===== src/rtl/mac2_accum_pkg.sv =====
// Shared types and widths for the mac2_accum multiply-accumulate stage.
package mac2_accum_pkg;

    typedef enum logic {
        ACC  = 1'b0,
        DONE = 1'b1
    } state_e;

    localparam int unsigned PROD_W = 4;
    localparam int unsigned OPND_W = 2;

endpackage


===== src/rtl/mult2Bit.sv =====
// 2-bit x 2-bit unsigned combinational multiplier; bit 0 is the LSB on all ports.
module mult2Bit (
    input  logic [1:0] i_a,
    input  logic [1:0] i_b,
    output logic [3:0] o_p
);

    logic w_pp10;
    logic w_pp01;
    logic w_pp11;
    logic w_c1;

    assign w_pp10 = i_a[1] & i_b[0];
    assign w_pp01 = i_a[0] & i_b[1];
    assign w_pp11 = i_a[1] & i_b[1];
    assign w_c1   = w_pp10 & w_pp01;

    assign o_p[0] = i_a[0] & i_b[0];
    assign o_p[1] = w_pp10 ^ w_pp01;
    assign o_p[2] = w_pp11 ^ w_c1;
    assign o_p[3] = w_pp11 & w_c1;

endmodule


===== src/rtl/mac2_accum.sv =====
// Accumulates 2-bit x 2-bit products into a frame total with a sticky carry-out flag;
// a frame closes on in_last or after MAX_TERMS terms and is handed off over valid/ready.
module mac2_accum
    import mac2_accum_pkg::*;
#(
    parameter int unsigned ACC_W     = 8,
    parameter int unsigned MAX_TERMS = 16,
    parameter int unsigned CNT_W     = $clog2(MAX_TERMS + 1)
) (
    input  logic              clk,
    input  logic              rst,
    input  logic              in_valid,
    output logic              in_ready,
    input  logic [OPND_W-1:0] a,
    input  logic [OPND_W-1:0] b,
    input  logic              in_last,
    output logic              out_valid,
    input  logic              out_ready,
    output logic [ACC_W-1:0]  sum,
    output logic [CNT_W-1:0]  count,
    output logic              overflow
);

    state_e             r_state;
    logic [ACC_W-1:0]   r_acc;
    logic [CNT_W-1:0]   r_count;
    logic               r_ovf;

    logic [PROD_W-1:0]  w_prod;
    logic [ACC_W:0]     w_nxt;
    logic [CNT_W-1:0]   w_cnt_inc;
    logic               w_accept;
    logic               w_close;

    mult2Bit u_mult (
        .i_a (a),
        .i_b (b),
        .o_p (w_prod)
    );

    // One extra bit on the adder captures the carry that feeds the sticky flag.
    assign w_nxt     = {1'b0, r_acc} + {{(ACC_W + 1 - PROD_W){1'b0}}, w_prod};
    assign w_cnt_inc = r_count + CNT_W'(1);
    assign w_accept  = in_valid && (r_state == ACC);
    assign w_close   = in_last || (w_cnt_inc == CNT_W'(MAX_TERMS));

    always_ff @(posedge clk) begin
        if (rst) begin
            r_state <= ACC;
            r_acc   <= '0;
            r_count <= '0;
            r_ovf   <= 1'b0;
        end else begin
            unique case (r_state)
                ACC: begin
                    if (w_accept) begin
                        r_acc   <= w_nxt[ACC_W-1:0];
                        r_ovf   <= r_ovf | w_nxt[ACC_W];
                        r_count <= w_cnt_inc;
                        if (w_close) begin
                            r_state <= DONE;
                        end
                    end
                end
                DONE: begin
                    if (out_ready) begin
                        r_state <= ACC;
                        r_acc   <= '0;
                        r_count <= '0;
                        r_ovf   <= 1'b0;
                    end
                end
            endcase
        end
    end

    // Handshake flags decode the state register only, so no input reaches them combinationally.
    assign in_ready  = (r_state == ACC);
    assign out_valid = (r_state == DONE);
    assign sum       = r_acc;
    assign count     = r_count;
    assign overflow  = r_ovf;

endmodule

===== config.mk =====
export PLATFORM = sky130hd
export DESIGN_NAME = mac2_accum
export DESIGN_NICKNAME = d
export VERILOG_FILES = /design/src/rtl/mac2_accum_pkg.sv /design/src/rtl/mult2Bit.sv /design/src/rtl/mac2_accum.sv
export SDC_FILE = /design/constraint.sdc
export NUM_CORES = 1
export LEC_CHECK = 0
export ABC_AREA = 1
export CAP_MARGIN = 40
export CORE_AREA = 5 5 50 52
export DETAILED_ROUTE_END_ITERATION = 8
export DIE_AREA = 0 0 55 57
export GPL_TIMING_DRIVEN = 0
export PLACE_DENSITY = 0.79
export SLEW_MARGIN = 15
export SYNTH_ARGS = -nofsm -noshare
export SYNTH_HDL_FRONTEND = slang
export SYNTH_SLANG_ARGS = --single-unit

===== constraint.sdc =====
create_clock -name clk -period 2.5 [get_ports clk]
set_clock_uncertainty 0.05 [all_clocks]
set_input_delay 0.375 -clock clk [delete_from_list [all_inputs] [get_ports clk]]
set_output_delay 0.375 -clock clk [all_outputs]
set_load 0.1 [all_outputs]

==> Word-level counts from Yosys, hierarchy flattened <==
Cells that the tools add are included.
{ "word_totals": {"ff_bits": 15, "in_bits": 9, "out_inout_bits": 16, "elab_cells": 35} }
{ "classes": {"add_sub_neg": 2, "n_eq_ne": 3, "muxes": 13, "bitwise_logic": 10, "n_reduce_logical": 3} }
{ "op_table": {"columns": ["cell", "n"], "rows": [
  ["$mux 8", 2],
  ["$pmux 8 s2", 1],
  ["$mux 5", 2],
  ["$pmux 5 s2", 1],
  ["$add 8x4->9", 1],
  ["$and 1x1->1", 6],
  ["$add 5x1->5 const B", 1],
  ["$eq 5x5->1 const B", 1],
  ["$mux 1", 5],
  ["$pmux 1 s2", 2],
  ["$ne 2x1->1 const B", 1],
  ["$ne 2x2->1 const B", 1],
  ["$reduce_and 2->1", 1],
  ["$xor 1x1->1", 2],
  ["$logic_and 1x1->1", 1],
  ["$logic_or 1x1->1", 1],
  ["$not 1->1", 1],
  ["$or 1x1->1", 1]
]} }

==> Depth between registers and ports, before layout <==
Gate-level depths: netlist (run 1).
{ "depth": {"depth_word": 7, "mapped_depth": 13, "depth_no_buf": 13} }

==> Modules after synthesis <==
A second synthesis (run 1) with hierarchy kept.
{ "hier_totals": {"cells_unflattened": 135, "hier_area_um2": 929.6} }
{ "modules_own_cells": {"columns": ["mod", "n_inst", "cells_per_inst", "area_each_um2", "seq_area_each_um2"], "rows": [
  ["mac2_accum", 1, 125, 874.6, 300.3],
  ["mult2Bit", 1, 10, 55.1, 0.0]
]} }

==> Worst setup path after synthesis (run 1) <==
Ideal clock, no wire load.
{ "synth_timing": {"path_kind": "register to register", "start": "register r_state (netlist: out_valid)", "end": "register r_state (netlist: out_valid)", "setup_ns": 0.070, "t_arrival_ns": 2.208, "required_ns": 2.380, "path_slack_ns": 0.173, "path_stages_with_launch": 5, "path_buffers": 0, "synth_period_minus_slack_ns": 2.327, "path_cell_list": "dfxtp_1 inv_1 o21ai_0 inv_1 a21oi_1"} }
{ "synth_between": {"elab_chain_cells": 4} }
{ "synth_rtl": {"columns": ["element", "line_no", "source"], "rows": [
  ["from (decl)", "mac2_accum.sv:24", "state_e r_state;"],
  ["from (signal assigned)", "mac2_accum.sv:49", "r_state <= ACC;"],
  ["from (signal assigned)", "mac2_accum.sv:61", "r_state <= DONE;"],
  ["from (signal assigned)", "mac2_accum.sv:67", "r_state <= ACC;"],
  ["$not 1->1 (*)", null, null],
  ["net in_ready", "mac2_accum.sv:13", "output logic in_ready,"],
  ["$logic_and 1x1->1", "mac2_accum.sv:44", "assign w_accept = in_valid && (r_state == ACC);"],
  ["$mux 1", "mac2_accum.sv:56", "if (w_accept) begin"],
  ["$pmux 1 s2 (*)", "mac2_accum.sv:54", "unique case (r_state)"]
]} }
The timed path passes the listed nets; every way through them passes the cells marked *.
A chain may end at the register's enable or synchronous reset.

==> Worst setup path after layout (run 1) <==
{ "layout_timing": {"start": "input port a[1]", "end": "register r_acc[4] (netlist: sum[4])"} }
{ "layout_between": {"elab_chain_cells": 6, "elab_cells_between_ends": 9, "classes_between": "1 x add/sub; 2 x mux; 6 x bitwise"} }
{ "layout_rtl": {"columns": ["element", "line_no", "source"], "rows": [
  ["from (decl)", "mac2_accum.sv:14", "input logic [OPND_W-1:0] a,"],
  ["$and 1x1->1", "mult2Bit.sv:13", "assign w_pp10 = i_a[1] & i_b[0];"],
  ["$and 1x1->1", "mult2Bit.sv:16", "assign w_c1 = w_pp10 & w_pp01;"],
  ["$xor 1x1->1 or $and 1x1->1 (tied branches)", "mult2Bit.sv:20, mult2Bit.sv:21", null],
  ["$add 8x4->9 (*)", "mac2_accum.sv:42", "assign w_nxt = {1'b0, r_acc} + {{(ACC_W + 1 - PROD_W){1'b0}}, w_prod};"],
  ["$mux 8 (*)", "mac2_accum.sv:56", null],
  ["$pmux 8 s2 (*)", "mac2_accum.sv:54", null],
  ["to (signal assigned)", "mac2_accum.sv:57", "r_acc <= w_nxt[ACC_W-1:0];"],
  ["to (decl)", "mac2_accum.sv:25", "logic [ACC_W-1:0] r_acc;"]
]} }
Every way passes the cells marked *; elsewhere a longest branch is shown, timed or not. The select of a mux whose other input is x is not followed.

==> metrics.md, run 1 <==
| Metric | Value |
|---|---|
| Run status | finished clean |
| Part of the cycle the worst path needs | between 80% and 90% |
| Worst Setup Start Kind | input pin |
| Post-CTS Hold Fix Bufs | 0 |
| Slowest library cell on the worst path | clkdlybuf4s50_1 |
| Final setup vio count | 0 |
| Top-count cell post-synth | nand2_1 |
| Total GRT Usage | 17.5% |
| Cells after synthesis | 128 |
| Post-layout min period | between 2 and 2.5 ns |
| Critical Path AT | 2.32 ns |
| Worst Hold Slack | 0.331 ns |
| Worst path required time | approximately 2.6 ns |
| 1st-iter DRT viols | 12 |
| Initial core utilization | roughly 44% |
| Setup_tns | 0 ns |
| Achievable Freq | about 0.46 GHz |
| Post-synth ARST share | 0% |
| H-tree depth | 1 |
| Max-slew violation count | 0 |
| RSZ-0062 raised after global routing | no |
| # placed instances | about 200 |
| TritonCTS Buffers | 3 |
| Synthesized area | ~900 um^2 |
| First-pass GRT wire length | ~4100 um |
| Vias | 998 |
| Clock sink count | 15 |
| Max stage delay on crit path | roughly 0.44 ns |
| Wire per inst | ~12 um |
| Drt pass-1 iters | 5 |
| Min-Delay Path Class | in2reg |
| Leak pwr | ~0.66 nW |
| Slew @ Worst Pin | 0.283 ns |
| PwrDens | 413 nW/um^2 |
| Maximum root-to-sink buffer count | 2 |
| Vert. Die Dim | around 57 um |
| Number of nets with antenna violations after routing | 0 |
| Synth warnings | 0 |
| CP delay by family, top | adder cells |
| CP Class | in2reg |
| Yosys reg bits | 15 |
| Final Non-Filler Cells | 199 |
| Routability Congestion | just under 0.9 |
| Synth Area per Inst | roughly 7 um^2 |
| CTS tree | built |
| Sequential share of the synthesized area | 33.1% |
| Cells along the critical path | clkdlybuf4s50_1 > nand2_1 > inv_1 > ha_1 > inv_1 > fa_1 > o21ai_1 > nand2_1 > xor2_1 > nor2_1 |
| Die width | ~55 um |
| Maximum fanout along the worst path | 3 |
| Number of max-cap violations | 0 |
| Synth area leaders | dfxtp_1 33%, nand2_1 14%, ha_1 11% |
| Synth top area share | between 30% and 40% |
| Most common library cells after synthesis | 35 x nand2_1, 21 x inv_1, 15 x dfxtp_1, 11 x a21oi_1 |
| I/O pin total | 25 |
| Share of cells above drive strength 1 | ~15% |
| Area grow syn2layout | 58.5% |
| Row Count | 17 |
| Number of global-route vias before repair | between 900 and 1000 |
| Post-synth top flop | dfxtp_1 |
| # DRC | 0 |
| Via density | between 5 and 6 |
| Grt ovf | 0 |
| Core Footprint | about 2100 um^2 |
| Final wirelength | around 2400 um |
| # diodes | 0 |
| Bufs and invs on worst path | 3 |
| Crit path capture type | flip-flop |
| Max VDD drop | approximately 0.36 mV |
| PostCTS Resize Cnt | 0 |
| Die area | between 3000 and 4000 um^2 |
| Post-synth cell types | 22 |
| Number of flops mapped to enable cells by yosys | 0 |
| Syn_nets | roughly 150 |
| Clock-pin slew of the registers on the worst-case setup and hold paths | 0.09 ns |
| Dpl hpwl | around 1900 um |
| Synth area leader | dfxtp_1 |
| # nets final | 190 |
| Largest net degree at the start of global routing | 10 |
| Initial antenna violation count | 0 |
| Buffers added on ports | 23 |
| Skew-Pair Late Insertion Delay | 0.28 ns |
| Post-CTS setup buffers | 0 |
| Worst slew margin | 81.1% |
| Root Driver | clkbuf_4 |
| Final hold violations | 0 |
==> cell families (layout without fill, tap and decap cells) <==
kind of cell / count (synthesis) / in the layout / share of synthesized area [%]
AOI/OAI and AO/OA: 23 / 23 / 14.6
and+or+nand+nor: 54 / 54 / 26.2
xor gates and xnor gates: 3 / 3 / 2.89
buffers and inverters: 24 / 67 / 10.1
adders and majority gates: 9 / 9 / 13.2
DFF: 15 / 15 / 33.1
==> metal layers <==
metal,up-vias,track usage (%),wire [um]
met2,41,28.7,1220
met5,-,0,0
met3,8,4.18,160
li1,500,-,-
met1,449,21.4,974
met4,0,6.94,46
==> flip-flops by register name, summed over array words and instances, names as in the netlist <==
register / cells
out_valid: 1
overflow: 1
count: 5
sum: 8
==> cell type report <==
cell class	count	area [um^2]
fillers	156	623
multi-input cells	89	517
repair buffers	39	470
flip-flops and latches	15	300
inverters	23	86.3
well taps	28	35.0
clock buffers	4	26.3
plain buffers	1	5.00
==> placed cells by master, fill, tap and decap left out, types with 3 or more instances in the layout <==
cell type / netlist / final
buf_8: 0 / 16
ha_1: 8 / 8
nand2_1: 35 / 35
dfxtp_1: 15 / 15
nor2_1: 5 / 5
clkbuf_4: 0 / 3
inv_1: 21 / 21
clkdlybuf4s50_1: 0 / 23
o21ai_0: 4 / 4
o21ai_1: 3 / 3
nand3_1: 8 / 8
a21oi_1: 11 / 11
==> per-stage QoR <==
stage / cell area (um^2) / setup WS [ns] / utilization [%] / power (mW)
floorplan: 908 / 0.173 / - / 0.384
global placement: 1170 / 0.138 / 56.9 / 0.427
detailed placement: 1410 / 0.00677 / 68.5 / 0.463
CTS: 1440 / 0.313 / 69.8 / 0.599
global route: 1440 / 0.185 / 69.8 / 0.630
finish: 1440 / 0.310 / 69.8 / 0.595
==> worst paths after layout <==
| path | startpoint | end | slack (ns) | cells past startpoint |
|---|---|---|---|---|
| worst max-delay path | a[1] | sum[4]$_SDFFE_PP0P_ | 0.31 | 10 |
| worst max register to register | sum[0]$_SDFFE_PP0P_ | sum[4]$_SDFFE_PP0P_ | 0.74 | 7 |
| worst min register to register | overflow$_SDFFE_PP0P_ | overflow$_SDFFE_PP0P_ | 0.41 | 2 |
| worst min-delay path | rst | sum[2]$_SDFFE_PP0P_ | 0.33 | 2 |
==> report_power, final <==
part / switching [mW] / leakage [nW] / internal (mW)
registers: 0.0103 / 0.122 / 0.247
clock network: 0.0759 / 0.0150 / 0.0620
logic: 0.127 / 0.523 / 0.0730
Note: power is estimated with default switching activity, not from simulation.
==> run 2: changes to the inputs <==
--- a/config.mk
+++ b/config.mk
@@ -7,12 +7,12 @@
 export LEC_CHECK = 0
 export ABC_AREA = 1
 export CAP_MARGIN = 40
-export CORE_AREA = 5 5 50 52
+export CORE_AREA = 5 5 51 53
 export DETAILED_ROUTE_END_ITERATION = 8
-export DIE_AREA = 0 0 55 57
+export DIE_AREA = 0 0 56 58
 export GPL_TIMING_DRIVEN = 0
-export PLACE_DENSITY = 0.79
-export SLEW_MARGIN = 15
+export PLACE_DENSITY = 0.76
+export SLEW_MARGIN = 0
 export SYNTH_ARGS = -nofsm -noshare
 export SYNTH_HDL_FRONTEND = slang
 export SYNTH_SLANG_ARGS = --single-unit
==> constraint.sdc (replaced) <==
create_clock -name clk -period 2.03 [get_ports clk]
set_clock_uncertainty 0.05 [all_clocks]
set_input_delay 0.3045 -clock clk [delete_from_list [all_inputs] [get_ports clk]]
set_output_delay 0.3045 -clock clk [all_outputs]
set_load 0.1 [all_outputs]
==> run 2 against run 1 <==
Register-to-register slack lost 0.28 ns. Final cell count grew 0.50%. Combinational power is 30% higher. Critical path type unchanged. Die area up 3.6%. Count of clock-buffer cells in the layout fell by 1. Hold slack got worse by 0.079 ns. Sequential power increased by 24%. Total power rose by 27%. Global-route usage decreased by 2.7 points. Non-clock buffer count increased by 1. Core utilization is 2.2 points higher.
==> metrics.md, run 2 (synthesized netlist as in run 1, its figures left out) <==
| Metric | Value |
|---|---|
| Run status | finished clean (unchanged) |
| Initial antenna violation count | 0 (unchanged) |
| Buffers added on ports | 23 (unchanged) |
| Area grow syn2layout | 66.9% (was 58.5%) |
| Routability Congestion | 0.822 (was 0.873) |
| Number of global-route vias before repair | 908 (was 995) |
| Final worst slack | 0.0274 ns (was 0.310 ns) |
| Drt pass-1 iters | 6 (was 5) |
| Grt ovf | 0 (unchanged) |
| Max-slew violation count | 0 (unchanged) |
| # placed instances | 195 (unchanged) |
| Worst slew margin | 82.3% (was 81.1%) |
| Final wirelength | 2340 um (was 2400 um) |
| # nets final | 191 (was 190) |
| Part of the cycle the worst path needs | a little over nine tenths |
| Achievable Freq | about 0.5 GHz |
| Maximum fanout along the worst path | 3 (unchanged) |
| Filler cell count | 168 (was 156) |
| Worst hold path endpoint | out_valid$_SDFF_PP0_ (was sum[2]$_SDFFE_PP0P_) |
| Total GRT Usage | 14.8% (was 17.5%) |
| Crit path capture type | flip-flop (unchanged) |
| Pre-CTS WS | -0.335 ns (was 0.00677 ns) |
| Row Count | 17 (unchanged) |
| Final Non-Filler Cells | 200 (was 199) |
| Via density | 4.78 (was 5.02) |
| # diodes | 0 (unchanged) |
| Power after layout | 0.753 mW (was 0.595 mW) |
| Area of the multi-input gates | 581 um^2 (was 517 um^2) |
| Share of cells above drive strength 1 | 23.3% (was 15.2%) |
| Post-CTS Hold Fix Bufs | 0 (unchanged) |
| Root Driver | clkbuf_4 (unchanged) |
| Vias | 956 (was 998) |
| Slew @ Worst Pin | 0.266 ns (was 0.283 ns) |
| Die area | 3250 um^2 (was 3140 um^2) |
| Worst Hold Slack | 0.252 ns (was 0.331 ns) |
| Commonest cells after routing, fill and taps aside | 33 x nand2_1, 23 x clkdlybuf4s50_1, 21 x inv_1, 16 x buf_8, 12 x dfxtp_1 (was 35 x nand2_1, 23 x clkdlybuf4s50_1, 21 x inv_1, 16 x buf_8, 15 x dfxtp_1) |
| Hold_sp | rst (unchanged) |
| Wire per inst | 11.7 um (was 12.0 um) |
| Die width | 56 um (was 55 um) |
| Core Footprint | 2110 um^2 (was 2060 um^2) |
| Post-layout min period | approximately 2.0 ns |
| FF+latch area | 304 um^2 (was 300 um^2) |
| R2r startpoint | sum[0]$_SDFFE_PP0P_ (unchanged) |
| Clock-pin slew of the registers on the worst-case setup and hold paths | 0.09 ns (about the same) |
| Max FFs per register | 8 (unchanged) |
| Number of max-cap violations | 0 (unchanged) |
| Worst path required time | 2.15 ns (was 2.63 ns) |
| Final setup vio count | 0 (unchanged) |
| Number of nets with antenna violations after routing | 0 (unchanged) |
| CP Class | in2reg (unchanged) |
| Initial core utilization | 43.1% (was 44.0%) |
| Hold path cells | 2 (unchanged) |
| Final hold violations | 0 (unchanged) |
| H-tree depth | 1 (unchanged) |
| Dpl hpwl | 1800 um (was 1910 um) |
| Max VDD drop | 0.373 mV (was 0.361 mV) |
| Final Cell Area | 1520 um^2 (was 1440 um^2) |
| FF-to-FF setup slack | 0.46 ns (was 0.74 ns) |
| CTS tree | built (unchanged) |
| Final Util | 72.0% (was 69.8%) |
| Setup_tns | 0 ns (unchanged) |
| Min-Delay Path Class | in2reg (unchanged) |
| Post-DP Area | 1420 um^2 (was 1410 um^2) |
| First-pass GRT wire length | 3920 um (was 4130 um) |
| PwrDens | 497 nW/um^2 (was 413 nW/um^2) |
| Maximum root-to-sink buffer count | 2 (unchanged) |
| Clock sink count | 15 (unchanged) |
| Worst Setup Start Kind | input pin (unchanged) |
| Commonest non-fill, non-tap cell in the layout | nand2_1 (unchanged) |
| Vert. Die Dim | 58 um (was 57 um) |
| I/O pin total | 25 (unchanged) |
| # DRC | 0 (unchanged) |
| Leak pwr | 0.663 nW (was 0.660 nW) |
| TritonCTS Buffers | 3 (unchanged) |
| 1st-iter DRT viols | 16 (was 12) |
| Critical Path AT | 2.13 ns (was 2.32 ns) |
| Skew-Pair Late Insertion Delay | 0.28 ns (about the same) |
| RR Endpoint | sum[4]$_SDFFE_PP0P_ (unchanged) |
| Reg2Reg Depth | 7 (unchanged) |
| Largest net degree at the start of global routing | 10 (unchanged) |
-- run 2: changes by cell type in the layout (fill, tap and decap cells not counted), sizes merged --
cell and change:
clkinv +1, clkbuf -1, buf +1
-- run 2: what timing repair did --
action / CTS / global route
buffers inserted: 0 / 1
pin swaps: 0 / 3
resized for setup: 2 / 9
hold endpoints to repair: 0 / 0
setup endpoints to repair: 3 / 5
-- run 2: how the worst max path moves through the flow --
stage                             start                   to  slack, ns  cells past startpoint
floorplan           sum[3]$_SDFFE_PP0P_  sum[4]$_SDFFE_PP0P_       0.01                      6
global route                       a[0]  sum[7]$_SDFFE_PP0P_      -0.06                     14
global placement                   b[0]  sum[5]$_SDFFE_PP0P_      -0.28                     12
CTS                                b[0]  sum[7]$_SDFFE_PP0P_      -0.01                     14
detailed placement                 b[0]  sum[4]$_SDFFE_PP0P_      -0.34                     10
finish                             b[0]  sum[4]$_SDFFE_PP0P_       0.03                     11
-- run 2: final cells by class --
| class | instances | area share, % |
|---|---|---|
| multi-input cells | 89 | 38.3 |
| clock inverters | 1 | 0.330 |
| inverters | 23 | 5.69 |
| well taps | 28 | 2.31 |
| clock buffers | 3 | 1.49 |
| plain buffers | 1 | 0.330 |
| flip-flops and latches | 15 | 20.0 |
| repair buffers | 40 | 31.5 |
-- run 2: critical path, stage by stage --
cell and delay (ns):
clkdlybuf4s50_1 0.48, nand2_1 0.06, inv_1 0.06, ha_2 0.20, ha_4 0.20, ha_4 0.26
nand2_1 0.08, o21ai_4 0.18, nand2_1 0.08, xor2_1 0.16, nor2_1 0.06
-- run 2: metal layers --
metal | track usage [%] | wire length [um] | up-vias
met5 | 0 | 0 | -
met4 | 2.03 | 28 | 0
met3 | 4.45 | 121 | 4
met2 | 27.4 | 1200 | 25
met1 | 17.2 | 984 | 429
li1 | - | - | 498
-- run 2: power breakdown --
group / switching [mW] / internal, mW / total (mW)
clock network: 0.100 / 0.0729 / 0.173
registers: 0.0134 / 0.306 / 0.319
logic: 0.161 / 0.100 / 0.261
total: 0.274 / 0.479 / 0.753
==> run 3: changes to the inputs <==
--- a/config.mk
+++ b/config.mk
@@ -12,7 +12,6 @@
 export DIE_AREA = 0 0 56 58
 export GPL_TIMING_DRIVEN = 0
 export PLACE_DENSITY = 0.76
-export SLEW_MARGIN = 0
 export SYNTH_ARGS = -nofsm -noshare
 export SYNTH_HDL_FRONTEND = slang
 export SYNTH_SLANG_ARGS = --single-unit
==> results of run 3 <==
Same layout as run 2: the final DEF is identical, and so are final timing and power.
==> RTL change, RTL diff (settings of run 2) <==
Register the output `overflow` once more, without a reset; this adds one clock of latency there. The other outputs are not delayed to match.
--- a/src/rtl/mac2_accum.sv
+++ b/src/rtl/mac2_accum.sv
@@ -81,3 +81,5 @@
     assign count     = r_count;
-    assign overflow  = r_ovf;
+    always_ff @(posedge clk) begin
+        overflow <= r_ovf;
+    end
 
Behaviour: same outputs for any inputs over 10 cycles, from zero or initial values and one cycle with rst high; that may be too few to reach the edited logic, so the function may still have changed.
==> RTL change against run 2 <==
  * Core utilization is 1.5 points higher
  * Critical path depth stayed put
  * Sequential power is 6.3% higher
  * Non-clock buffer count is 1 lower
  * Largest power group unchanged
  * Worst setup slack better by 0.052 ns
  * Count of clock-buffer cells in the layout is 1 higher
  * Sequential cell count is 1 higher
  * Routed wire length is 2.2% lower
  * Combinational power is 2% lower
  * Area after synthesis is 4.5% higher
  * Power is 6.2% higher
  * Hold slack better by 0.012 ns
  * Design area is 2.1% higher
==> RTL change: results (changes against run 2) <==
status: "finished clean"  # unchanged
drt-initial-drc-count: 13  # was 16
synth_cell_type_count: 21  # was 22
dp.final_hpwl_mm: 1.82  # was 1.80 mm
clkbuf_count: 4  # was 3
dr_total_vias: 988  # was 956
cts.sinks: 16  # was 15
clock_area_frac: 0.0234  # was 0.0182
power_frac_clock: 0.257  # was 0.230
seq_share: 0.209  # was 0.200
final-seq-area_um2: 324  # was 304 µm²
cell_internal_pwr_mw: 0.530  # was 0.479 mW
worstMarginPinSlew_ns: 0.317  # was 0.266 ns
syn_nets: 154  # was 146
routedWlPerCell_um: 11.0  # was 11.7 µm
place_area_um2: 1460  # was 1420 µm²
synth_compound_area_frac: 0.103  # was 0.146
synthTopCellsByCount: "nand2_1 (35), inv_1 (18), dfxtp_1 (16)"  # was nand2_1 (35), inv_1 (21), dfxtp_1 (15)
drt_first_pass_iters: 4  # was 6
dp_slack_ns: -0.326  # was -0.335 ns
m1WireLength_um: 968  # was 984 µm
cp.arrival_ns: 2.09  # was 2.13 ns
yosys-top-cells-area: "dfxtp_1 (34%), nand2_1 (14%), ha_1 (11%), inv_1 (7.1%), nand3_1 (5.3%)"  # was dfxtp_1 (33%), nand2_1 (14%), ha_1 (11%), inv_1 (8.7%), a21oi_1 (6.1%)
met1_usage: 0.168  # was 0.172
cts_resized: 1  # was 2
==> RTL change: changes by cell type after synthesis, sizes merged, moves of 2 or more <==
cell	before	now
o21ai	7	5
nor2	9	12
nand2	35	42
nand3	8	11
a21oi	11	9
xnor2	2	0
==> RTL change: worst min path at each step <==
stage	start	to	slack (ns)	cells past startpoint
2_1_floorplan	r_ovf$_SDFFE_PP0P_	overflow$_DFF_P_	0.28	0
3_3_place_gp	r_ovf$_SDFFE_PP0P_	overflow$_DFF_P_	0.29	0
3_5_place_dp	r_ovf$_SDFFE_PP0P_	overflow$_DFF_P_	0.31	0
4_1_cts	rst	count[4]$_SDFFE_PP0P_	0.26	2
5_1_grt	rst	sum[2]$_SDFFE_PP0P_	0.27	2
6_report	rst	count[3]$_SDFFE_PP0P_	0.26	2
